--- src/rtl/mem_access_pkg.sv ---
// Shared definitions for the write-stage memory access unit: RV32 load/store
// width codes, the controller state encoding and request legality checks.
package mem_access_pkg;

  localparam logic [2:0] F3_B  = 3'b000;
  localparam logic [2:0] F3_H  = 3'b001;
  localparam logic [2:0] F3_W  = 3'b010;
  localparam logic [2:0] F3_BU = 3'b100;
  localparam logic [2:0] F3_HU = 3'b101;

  typedef enum logic [1:0] {IDLE, BUS, RESP, ERR} state_t;

  // Halfwords need addr[0]==0, words need addr[1:0]==0; bytes are always fine.
  // Only funct3[1:0] matters because unsigned variants share the width field.
  function automatic logic is_misaligned(input logic [2:0] funct3, input logic [1:0] lane);
    case (funct3[1:0])
      2'b01:   return lane[0];
      2'b10:   return (lane != 2'b00);
      default: return 1'b0;
    endcase
  endfunction

  // Both op bits set, or a width code the op does not support.
  function automatic logic is_illegal(input logic load, input logic store, input logic [2:0] funct3);
    if (load && store) return 1'b1;
    if (store) return !(funct3 == F3_B || funct3 == F3_H || funct3 == F3_W);
    if (load)  return !(funct3 == F3_B || funct3 == F3_H || funct3 == F3_W ||
                        funct3 == F3_BU || funct3 == F3_HU);
    return 1'b0;
  endfunction

endpackage

--- src/rtl/mem_lane_align.sv ---
// Combinational byte-lane steering: store data/byte-enables toward memory and
// load-word lane selection plus sign/zero extension back toward the core.
module mem_lane_align
  import mem_access_pkg::*;
(
  input  logic [2:0]  st_funct3,
  input  logic [1:0]  st_lane,
  input  logic [31:0] st_data,
  output logic [3:0]  st_be,
  output logic [31:0] st_wdata,
  input  logic [2:0]  ld_funct3,
  input  logic [1:0]  ld_lane,
  input  logic [31:0] ld_rdata,
  output logic [31:0] ld_value
);

  logic [31:0] ld_shifted;

  // Store: replicate the narrow value into every lane and enable only the target bytes.
  always_comb begin
    st_be    = 4'b1111;
    st_wdata = st_data;
    case (st_funct3[1:0])
      2'b00: begin
        st_be    = 4'b0001 << st_lane;
        st_wdata = {4{st_data[7:0]}};
      end
      2'b01: begin
        st_be    = 4'b0011 << st_lane;
        st_wdata = {2{st_data[15:0]}};
      end
      default: ;
    endcase
  end

  // Load: bring the addressed lane down to bit 0, then extend by width/sign code.
  always_comb begin
    ld_shifted = ld_rdata >> {ld_lane, 3'b000};
    case (ld_funct3)
      F3_B:    ld_value = {{24{ld_shifted[7]}}, ld_shifted[7:0]};
      F3_H:    ld_value = {{16{ld_shifted[15]}}, ld_shifted[15:0]};
      F3_BU:   ld_value = {24'h000000, ld_shifted[7:0]};
      F3_HU:   ld_value = {16'h0000, ld_shifted[15:0]};
      default: ld_value = ld_rdata;
    endcase
  end

endmodule

--- src/rtl/mem_access_unit.sv ---
// Write-stage load/store unit driving a single-outstanding, variable-latency
// data bus. Optional bus watchdog enabled by defining MEM_TIMEOUT_EN.
module mem_access_unit
  import mem_access_pkg::*;
#(
  parameter int ADDR_W         = 32,
  parameter int TIMEOUT_CYCLES = 255
) (
  input  logic              clk,
  input  logic              rst,
  input  logic              req_valid,
  output logic              req_ready,
  input  logic              req_load,
  input  logic              req_store,
  input  logic [2:0]        req_funct3,
  input  logic [ADDR_W-1:0] req_addr,
  input  logic [31:0]       req_wdata,
  input  logic [4:0]        req_rd,
  output logic              bus_valid,
  output logic              bus_we,
  output logic [3:0]        bus_be,
  output logic [ADDR_W-1:0] bus_addr,
  output logic [31:0]       bus_wdata,
  input  logic              bus_ack,
  input  logic [31:0]       bus_rdata,
  output logic              wb_valid,
  output logic [4:0]        wb_rd,
  output logic [31:0]       wb_data,
  output logic              err
);

  state_t      state;
  logic        op_load;
  logic [2:0]  op_funct3;
  logic [1:0]  op_lane;
  logic [4:0]  op_rd;
  logic [3:0]  st_be;
  logic [31:0] st_wdata;
  logic [31:0] ld_value;
  logic        bad_req;

`ifdef MEM_TIMEOUT_EN
  localparam int CNT_W = ($clog2(TIMEOUT_CYCLES) > 8) ? $clog2(TIMEOUT_CYCLES) : 8;
  logic [CNT_W-1:0] tmo_cnt;
  logic             tmo_hit;
  assign tmo_hit = (tmo_cnt == CNT_W'(TIMEOUT_CYCLES - 1));
`else
  logic unused_timeout;
  assign unused_timeout = ^TIMEOUT_CYCLES;
`endif

  assign bad_req = is_illegal(req_load, req_store, req_funct3) ||
                   is_misaligned(req_funct3, req_addr[1:0]);

  // Store lanes come straight from the request; load lanes from the latched op.
  mem_lane_align u_align (
    .st_funct3 (req_funct3),
    .st_lane   (req_addr[1:0]),
    .st_data   (req_wdata),
    .st_be     (st_be),
    .st_wdata  (st_wdata),
    .ld_funct3 (op_funct3),
    .ld_lane   (op_lane),
    .ld_rdata  (bus_rdata),
    .ld_value  (ld_value)
  );

  // Transaction controller; every output is registered here.
  always_ff @(posedge clk or posedge rst) begin
    if (rst) begin
      state     <= IDLE;
      req_ready <= 1'b1;
      bus_valid <= 1'b0;
      bus_we    <= 1'b0;
      bus_be    <= 4'b0000;
      bus_addr  <= '0;
      bus_wdata <= '0;
      wb_valid  <= 1'b0;
      wb_rd     <= 5'd0;
      wb_data   <= '0;
      err       <= 1'b0;
      op_load   <= 1'b0;
      op_funct3 <= 3'b000;
      op_lane   <= 2'b00;
      op_rd     <= 5'd0;
`ifdef MEM_TIMEOUT_EN
      tmo_cnt   <= '0;
`endif
    end else begin
      wb_valid <= 1'b0;
      err      <= 1'b0;
      case (state)
        IDLE: begin
          // Requests with no op bit set are swallowed without leaving IDLE.
          if (req_valid && (req_load || req_store)) begin
            req_ready <= 1'b0;
            op_load   <= req_load;
            op_funct3 <= req_funct3;
            op_lane   <= req_addr[1:0];
            op_rd     <= req_rd;
            if (bad_req) begin
              state <= ERR;
              err   <= 1'b1;
            end else begin
              state     <= BUS;
              bus_valid <= 1'b1;
              bus_we    <= req_store;
              bus_be    <= req_store ? st_be : 4'b1111;
              bus_addr  <= {req_addr[ADDR_W-1:2], 2'b00};
              bus_wdata <= req_store ? st_wdata : 32'h0;
`ifdef MEM_TIMEOUT_EN
              tmo_cnt   <= '0;
`endif
            end
          end
        end
        BUS: begin
          if (bus_ack) begin
            bus_valid <= 1'b0;
            if (op_load) begin
              state    <= RESP;
              wb_valid <= (op_rd != 5'd0);
              wb_rd    <= op_rd;
              wb_data  <= ld_value;
            end else begin
              state     <= IDLE;
              req_ready <= 1'b1;
            end
          end
`ifdef MEM_TIMEOUT_EN
          else if (tmo_hit) begin
            bus_valid <= 1'b0;
            state     <= ERR;
            err       <= 1'b1;
          end else begin
            tmo_cnt <= tmo_cnt + CNT_W'(1);
          end
`endif
        end
        RESP: begin
          state     <= IDLE;
          req_ready <= 1'b1;
        end
        default: begin
          state     <= IDLE;
          req_ready <= 1'b1;
        end
      endcase
    end
  end

endmodule
--- config.mk ---
export PLATFORM = sky130hd
export DESIGN_NAME = mem_access_unit
export DESIGN_NICKNAME = d
export VERILOG_FILES = /design/src/rtl/mem_access_pkg.sv /design/src/rtl/mem_lane_align.sv /design/src/rtl/mem_access_unit.sv
export SDC_FILE = /design/constraint.sdc
export NUM_CORES = 1
export LEC_CHECK = 0
export CORE_UTILIZATION = 45
export CTS_BUF_LIST = sky130_fd_sc_hd__clkbuf_4
export CTS_CLUSTER_SIZE = 12
export DETAILED_ROUTE_END_ITERATION = 10
export DONT_BUFFER_PORTS = 1
export PLACE_DENSITY_LB_ADDON = 0.05
export RECOVER_POWER = 50
export SYNTH_ARGS = -nofsm -noshare
export SYNTH_HDL_FRONTEND = slang
export SYNTH_HIERARCHICAL = 1
export SYNTH_SLANG_ARGS = --single-unit
--- constraint.sdc ---
create_clock -name clk -period 5.7 [get_ports clk]
set_clock_uncertainty 0.15 [all_clocks]
set_input_delay 1.14 -clock clk [delete_from_list [all_inputs] [get_ports clk]]
set_output_delay 1.14 -clock clk [all_outputs]
set_load 0.02 [all_outputs]
==> results.md, run 1 <==
* Run status: complete, but fails checks
* Violations in the final reports: max-capacitance violations, max-slew violations
* Slowest-stage cell, CP: sky130_fd_sc_hd__clkbuf_1
* Post-synthesis cell area at 6060 sq um
* Number of vias after detailed routing at 3958
* Crit Path Max Fanout at 53
* Maximum number of buffers from clock root to sink at 2
* Met1 layer usage reported by global route at 24.7%
* Number of buffers added on ports at 0
* Clock Sink Count at 121
* Fillers at 1247
* Count of hold buffers inserted by post-cts repair at 0
* Synth async-reset ratio at 100%
* Largest net degree at the start of global routing at 69
* Global route total overflow at 0
* Worst hold margin at 0.342 ns
* Drt first-iter violations at 221
* Crit end category: async pin
* Share of post-route cells with drive strength above 1 at 24.7%
* Required time at the worst-slack endpoint at 5.57 ns
* Data arrival time at the worst-slack endpoint at 3.24 ns
* Max-slew violation count at 94
* Routed length per placed instance at 19.2 um
* Met3 layer usage reported by global route at 9.25%
* Total inserted antenna cells at 0
* Placed wire-length estimate at 9.77 mm
* Max incr delay on CP at 2.01 ns
* Final worst path period share at 59.1%
* Post-CTS setup repair buffer count at 0
* WP buf/inv at 2
* Final non-filler cell total at 719
* Number of hold-slack violations in the final timing report at 0
* Critical-path cell list: clkinvlp_2 -> clkbuf_1
* Initial cell density of the core at 46.0%
* Areal power density over the cells at 558 nW/um^2
* Cell class contributing the biggest share of worst-path delay: buffers and inverters
* GR peak layer: met2
* Area overhead of the layout relative to synthesis at 5.22%
* Number of enable-type register cells in the synthesized netlist at 0
* Maximum VDD drop at 0.198 mV
* Area of the die at 13900 sq um
* Clock slew at the register clock pins of the worst setup and hold paths at 0.10 ns
* Global-route usage over all layers at 20.5%
* # Max-Cap Violations at 2
* Num CTS Buffers at 17
* Transition time at the pin with the least slew margin at 2.85 ns
* Max-slew headroom at the worst pin at -89.9%
* TritonCTS clock tree: done
* Syn Inst Count at 546
* Number of synthesized register bits at 121
* Post-route setup TNS at 0 ns
* Critical setup path kind: in -> async
* Setup repair after global routing missed its margin: no
* Die width at 118 um
* Leak pwr at 2.84 nW
* 1st-pass router iterations at 4
* Routed vias/inst at 5.50
* Initial antenna violation count at 0
* Final wirelength at 13.8 mm
* Unique masters post-synth at 42
* Wire length of the first global-routing pass at 22.0 mm
* Post-Syn Area per Cell at 11.1 sq um
* Root cell of the clock tree: sky130_fd_sc_hd__clkbuf_4
* Max Fclk at 297 MHz
* Critical Path Start Type: primary input
* Setup slack of the most critical reg-to-reg path at 2.79 ns
* Min-delay worst type: reg -> reg
* Total setup violations reported at the end of the flow at 0
* Met2 capacity usage during global routing at 32.1%
* Net count, final at 643
* Resized cells post-CTS at 0
* Standard cell core area at 13200 sq um
* Time the worst path needs with I/O delays and setup at 3.37 ns
* Number of levels in the clock H-tree at 4
* Top Ports at 220
* Drc violations at 0
* Placement row count at 42
* Flip-flop cell with the highest count after synthesis: sky130_fd_sc_hd__dfrtp_1
* Vias in the first global route at 4072
* Routability congestion estimate from global placement at 0.773
* ANT nets after route at 0
* Placed Instances at 687
* Proportion of synthesized chip area in sequential cells at 49.9%
* Vert. Die Dim at 118 um
* Clock network latency to the later pin of the worst-skew pair at 0.52 ns
* Number of warnings reported in the yosys synthesis log at 6
## layer usage
metal	vias to the layer above	wire length, um
met5	-	0
met3	20	1320
li1	1817	-
met4	0	235
met1	1948	5600
met2	173	6670
## power breakdown
| group | internal [mW] | leakage (nW) | total [mW] | switching [mW] |
|---|---|---|---|---|
| Sequential | 1.26 | 1.48 | 2.05 | 0.797 |
| Clock | 0.363 | 0.176 | 0.677 | 0.315 |
| Combinational | 0.434 | 1.18 | 0.831 | 0.396 |
| Total | 2.05 | 2.84 | 3.56 | 1.51 |
## cell usage in the layout, fill, tap and decap left out, types with 2 or more instances in the layout
cell,Yosys,routed
sky130_fd_sc_hd__a21oi_1,3,3
sky130_fd_sc_hd__a221oi_1,2,2
sky130_fd_sc_hd__a22o_1,3,3
sky130_fd_sc_hd__a22oi_1,4,4
sky130_fd_sc_hd__buf_4,16,3
sky130_fd_sc_hd__bufinv_16,0,4
sky130_fd_sc_hd__clkbuf_1,19,2
sky130_fd_sc_hd__clkbuf_4,0,21
sky130_fd_sc_hd__clkinv_1,0,2
sky130_fd_sc_hd__clkinv_2,0,4
sky130_fd_sc_hd__conb_1,1,2
sky130_fd_sc_hd__dfrtp_1,120,120
sky130_fd_sc_hd__ha_1,3,3
sky130_fd_sc_hd__inv_1,40,39
sky130_fd_sc_hd__mux2_1,2,2
sky130_fd_sc_hd__mux2_2,94,94
sky130_fd_sc_hd__mux2i_1,44,44
sky130_fd_sc_hd__nand2_1,98,98
sky130_fd_sc_hd__nand2b_1,8,8
sky130_fd_sc_hd__nand3b_1,4,4
sky130_fd_sc_hd__nor2_1,7,7
sky130_fd_sc_hd__nor2b_1,2,2
sky130_fd_sc_hd__nor3_1,2,2
sky130_fd_sc_hd__o211a_1,4,4
sky130_fd_sc_hd__o21ai_0,35,36
sky130_fd_sc_hd__o21bai_1,3,3
sky130_fd_sc_hd__o2bb2ai_1,3,3
sky130_fd_sc_hd__o31ai_1,7,7
## per-stage QoR
step	power (mW)	util, %	instance area, sq um	setup WS (ns)
detailed placement	2.92	46.1	6080	1.98
floorplan	2.70	-	6070	1.20
finish	3.56	48.4	6380	2.33
global route	3.79	48.4	6380	1.81
CTS	3.61	48.4	6390	2.57
global placement	2.88	46.1	6080	2.09
## synth_stat cells (4+ instances only)
master | number | area [sq um]
sky130_fd_sc_hd__nor2_1 | 7 | 26.3
sky130_fd_sc_hd__inv_1 | 40 | 150
sky130_fd_sc_hd__nand3b_1 | 4 | 30.0
sky130_fd_sc_hd__clkbuf_1 | 19 | 71.3
sky130_fd_sc_hd__mux2_2 | 94 | 1060
sky130_fd_sc_hd__o31ai_1 | 7 | 52.6
sky130_fd_sc_hd__buf_4 | 16 | 120
sky130_fd_sc_hd__o211a_1 | 4 | 40.0
sky130_fd_sc_hd__o21ai_0 | 35 | 175
sky130_fd_sc_hd__dfrtp_1 | 120 | 3000
sky130_fd_sc_hd__nand2_1 | 98 | 368
sky130_fd_sc_hd__a22oi_1 | 4 | 30.0
sky130_fd_sc_hd__nand2b_1 | 8 | 50.1
sky130_fd_sc_hd__mux2i_1 | 44 | 440
## cell families after synthesis
kind of cell             count (synthesis)  share of synthesized area (%)
multiplexers                           141                           25.5
adder cells (fa/ha/maj)                  4                          0.784
flip-flops                             121                           49.9
AO/OA/AOI/OAI                           74                           8.50
other                                    1                         0.0618
buffers and inverters                   81                           6.77
AND/OR/NAND/NOR                        124                           8.48
## path summary, 6_finish.rpt
kind | depth (start not counted) | endpoint | start
hold reg to reg | 2 | op_funct3[2] | op_funct3[2]
hold / removal | 2 | op_funct3[2] | op_funct3[2]
setup / recovery | 2 | bus_addr[31] | rst
min in group asynchronous | 2 | bus_addr[10] | rst
setup reg to reg | 5 | wb_data[24] | state[0]
max in group clk | 7 | bus_addr[20] | req_funct3[0]
## flip-flops by register name, indices dropped and copies added (netlist names)
name / count
bus_wdata: 32
wb_data: 32
bus_addr: 30
op_rd: 5
wb_rd: 5
bus_be: 4
op_funct3: 3
op_lane: 2
state: 2
bus_valid: 1
bus_we: 1
err: 1
op_load: 1
req_ready: 1
wb_valid: 1
## layout make-up
type                            instances  area [sq um]  share of cell area, %
Multi-Input combinational cell        345          2640                   41.3
Clock inverter                         11           156                   2.45
Timing Repair Buffer                    5          30.0                  0.471
Inverter                               40           151                   2.37
Tap cell                              176           220                   3.45
Clock buffer                           21           158                   2.47
Sequential cell                       121          3030                   47.5
(Power assumes the default switching activity.)
==> inputs of run 2 (changes only) <==
==> constraint.sdc (replaced) <==
create_clock -name clk -period 2.87 [get_ports clk]
set_clock_uncertainty 0.15 [all_clocks]
set_input_delay 0.574 -clock clk [delete_from_list [all_inputs] [get_ports clk]]
set_output_delay 0.574 -clock clk [all_outputs]
set_load 0.02 [all_outputs]
==> run 2 against run 1 <==
Net effect:
- the run still ends with max-capacitance violations, max-slew violations left
- combinational power increased by 120%
- largest power group unchanged
- cell count rose by 7.8%
- global-route usage is 1.4 points higher
- first-iteration DRC count down 19%
- largest cell class unchanged
==> results.md, run 2 (synthesis gave the netlist of run 1 again) <==
* Run status: complete, but fails checks
* Violations in the final reports: max-capacitance violations, max-slew violations
* GR peak layer: met2
* Met2 capacity usage during global routing at 35.2% (+3.1 points)
* Critical setup path kind: in -> async
* Min-delay worst type: in -> reg
* Data arrival time at the worst-slack endpoint at 2.72 ns (-0.52 ns)
* Part of the total power dissipated in sequential elements at 55.9% (-1.8 points)
* Proportion of total power due to net switching at 42.9% (+0.59 points)
* Share of post-route cells with drive strength above 1 at 23.7% (-0.97 points)
* Sw power at 3.11 mW (+110%)
* Leak pwr at 3.09 nW (+8.7%)
* Placement row count at 42 (unchanged)
* Clock network latency to the later pin of the worst-skew pair at 0.53 ns (about the same)
* Net count, final at 699 (+8.7%)
* Power, Total at 7.24 mW (+100%)
* Max-slew headroom at the worst pin at -16.1% (+74 points)
* Final standard cell utilization of the core at 53.0% (+4.6 points)
* Area overhead of the layout relative to synthesis at 15.2%
* Max Fclk at 444 MHz
* Required time at the worst-slack endpoint at 3.34 ns (-2.23 ns)
* Drc violations at 0 (unchanged)
* ANT nets after route at 0 (unchanged)
* Worst hold margin at 0.0474 ns (-0.294 ns)
* Clock Sink Count at 121 (unchanged)
* Setup repair after global routing missed its margin: no
* Internal Pwr Total at 4.13 mW (+100%)
* Number of vias after detailed routing at 4165 (+5.2%)
* Fillers at 1235 (-0.96%)
* Max-slew violation count at 34 (-64%)
* Placed wire-length estimate at 10.1 mm (+3.2%)
* Root cell of the clock tree: sky130_fd_sc_hd__clkbuf_4
* Global-route usage over all layers at 21.9% (+1.4 points)
* Relative contribution of the clock network to total power at 19.2% (+0.2 points)
* Resized cells post-CTS at 0 (unchanged)
* Initial antenna violation count at 0 (unchanged)
* Areal power density over the cells at 1040 nW/um^2 (+86%)
* 1st-pass router iterations at 4 (unchanged)
* Slowest-stage cell, CP: sky130_fd_sc_hd__clkinvlp_2
* Vert. Die Dim at 118 um (unchanged)
* Standard cell core area at 13200 sq um (unchanged)
* Final wirelength at 14.6 mm (+6.0%)
* Placed cell areas at 6180 sq um (+1.8%)
* Post-CTS setup repair buffer count at 0 (unchanged)
* Met1 layer usage reported by global route at 26.2% (+1.5 points)
* Area of the die at 13900 sq um (unchanged)
* Post-route setup TNS at 0 ns (unchanged)
* Wire length of the first global-routing pass at 23.2 mm (+5.7%)
* Drt first-iter violations at 179 (-19%)
* Critical-path cell list: dlygate4sd3_1 -> clkinvlp_2 -> clkbuf_1
* Clock slew at the register clock pins of the worst setup and hold paths at 0.11 ns (about the same)
* Commonest cells after routing, fill and taps aside: 120 x sky130_fd_sc_hd__dfrtp_1, 98 x sky130_fd_sc_hd__nand2_1, 94 x sky130_fd_sc_hd__mux2_2, 49 x sky130_fd_sc_hd__dlygate4sd3_1, 44 x sky130_fd_sc_hd__mux2i_1
* Crit end category: async pin
* Vias in the first global route at 4305 (+5.7%)
* Largest net degree at the start of global routing at 50 (-28%)
* Routed length per placed instance at 18.9 um (-1.7%)
* Leading registers by flop count: bus_wdata x32, wb_data x32, bus_addr x30
* Num CTS Buffers at 17 (unchanged)
* Routed vias/inst at 5.37 (-2.4%)
* Final worst path period share at 78.4%
* Initial cell density of the core at 46.0% (unchanged)
* Crit Path Max Fanout at 35 (-34%)
* Leading cell type in the layout, fill and taps excluded: sky130_fd_sc_hd__dfrtp_1
* Number of hold-slack violations in the final timing report at 0 (unchanged)
* Die width at 118 um (unchanged)
* Maximum number of buffers from clock root to sink at 2 (unchanged)
* Transition time at the pin with the least slew margin at 1.73 ns (-1.12 ns)
* # Max-Cap Violations at 1 (-1)
* Total inserted antenna cells at 0 (unchanged)
* Time the worst path needs with I/O delays and setup at 2.25 ns
* Number of levels in the clock H-tree at 4 (unchanged)
* TritonCTS clock tree: done
* Fin area at 6990 sq um (+9.5%)
* Routability congestion estimate from global placement at 0.780 (+0.96%)
* Number of buffers added on ports at 0 (unchanged)
* Met3 layer usage reported by global route at 9.06% (-0.19 points)
* Maximum VDD drop at 0.506 mV (+150%)
* Max incr delay on CP at 1.00 ns (-1.01 ns)
* Combinational power share at 24.8% (+1.5 points)
* Top Ports at 220 (unchanged)
* Global route total overflow at 0 (unchanged)
* Critical Path Start Type: primary input
* Total setup violations reported at the end of the flow at 0 (unchanged)
[run 2: cell count changes in the layout (fill, tap and decap cells not counted)]
cell                            previous run  this run
sky130_fd_sc_hd__clkinv_2                  4         2
sky130_fd_sc_hd__buf_12                    0         4
sky130_fd_sc_hd__o21ai_0                  36        35
sky130_fd_sc_hd__inv_6                     0         2
sky130_fd_sc_hd__buf_4                     3         5
sky130_fd_sc_hd__clkinv_1                  2         0
sky130_fd_sc_hd__dlygate4sd3_1             0        49
sky130_fd_sc_hd__clkbuf_1                  2         3
sky130_fd_sc_hd__clkbuf_4                 21        18
sky130_fd_sc_hd__o21ai_1                   1         2
sky130_fd_sc_hd__clkinvlp_4                0         3
sky130_fd_sc_hd__clkinv_4                  1         3
[run 2: final cells by class]
cell class	count	area [sq um]	share of cell area, %
sequential	121	3030	43.3
multi-input combinational	345	2640	37.7
timing repair buffer	61	619	8.86
tap	176	220	3.15
clock inverter	14	196	2.81
inverter	40	151	2.17
clock buffer	18	135	1.93
[run 2: worst paths after layout]
check | startpoint | to | slack (ns) | cells after the start
max reg2reg | op_lane[0] | wb_data[19] | 0.66 | 5
min | req_addr[23] | bus_addr[23] | 0.05 | 1
min reg2reg | op_funct3[2] | op_funct3[2] | 0.35 | 2
min in group asynchronous | rst | bus_addr[3] | 0.75 | 2
max | rst | bus_wdata[31] | 0.62 | 3
max in group clk | op_lane[0] | wb_data[19] | 0.66 | 5
[run 2: per-stage QoR]
| stage | setup WS, ns | instances |
|---|---|---|
| CTS | 0.636 | 775 |
| global route | 0.270 | 775 |
| global placement | 0.238 | 694 |
| floorplan | 0.437 | 547 |
| finish | 0.619 | 775 |
| detailed placement | 0.170 | 694 |
[run 2: repair_timing]
action | in CTS | in global routing
hold buffers | 49 | 0
endpoints found under the hold margin | 99 | 0
setup endpoints to repair | 0 | 0
[run 2: layer usage]
metal  share of wire [%]  up-vias  routed length, um
met5                   0        -                  0
met4                 1.7        0                253
met3                 8.9       22               1300
met2                  48      166               7030
met1                  41     2041               6060
li1                    -     1936                  -
[run 2: worst max-delay path, delay by kind of cell]
kind     cells  cell delay [ns]
buf+inv      3             2.11
[run 2: power groups by stage]
stage / clock [mW] / sequential, mW / combinational [mW]
final: 1.39 / 4.05 / 1.80
after global routing: 1.50 / 4.15 / 2.01
after CTS: 1.44 / 4.07 / 1.83
after detailed placement: 0 / 4.10 / 1.76
after global placement: 0 / 4.09 / 1.68
after floorplan: 0 / 3.84 / 1.53
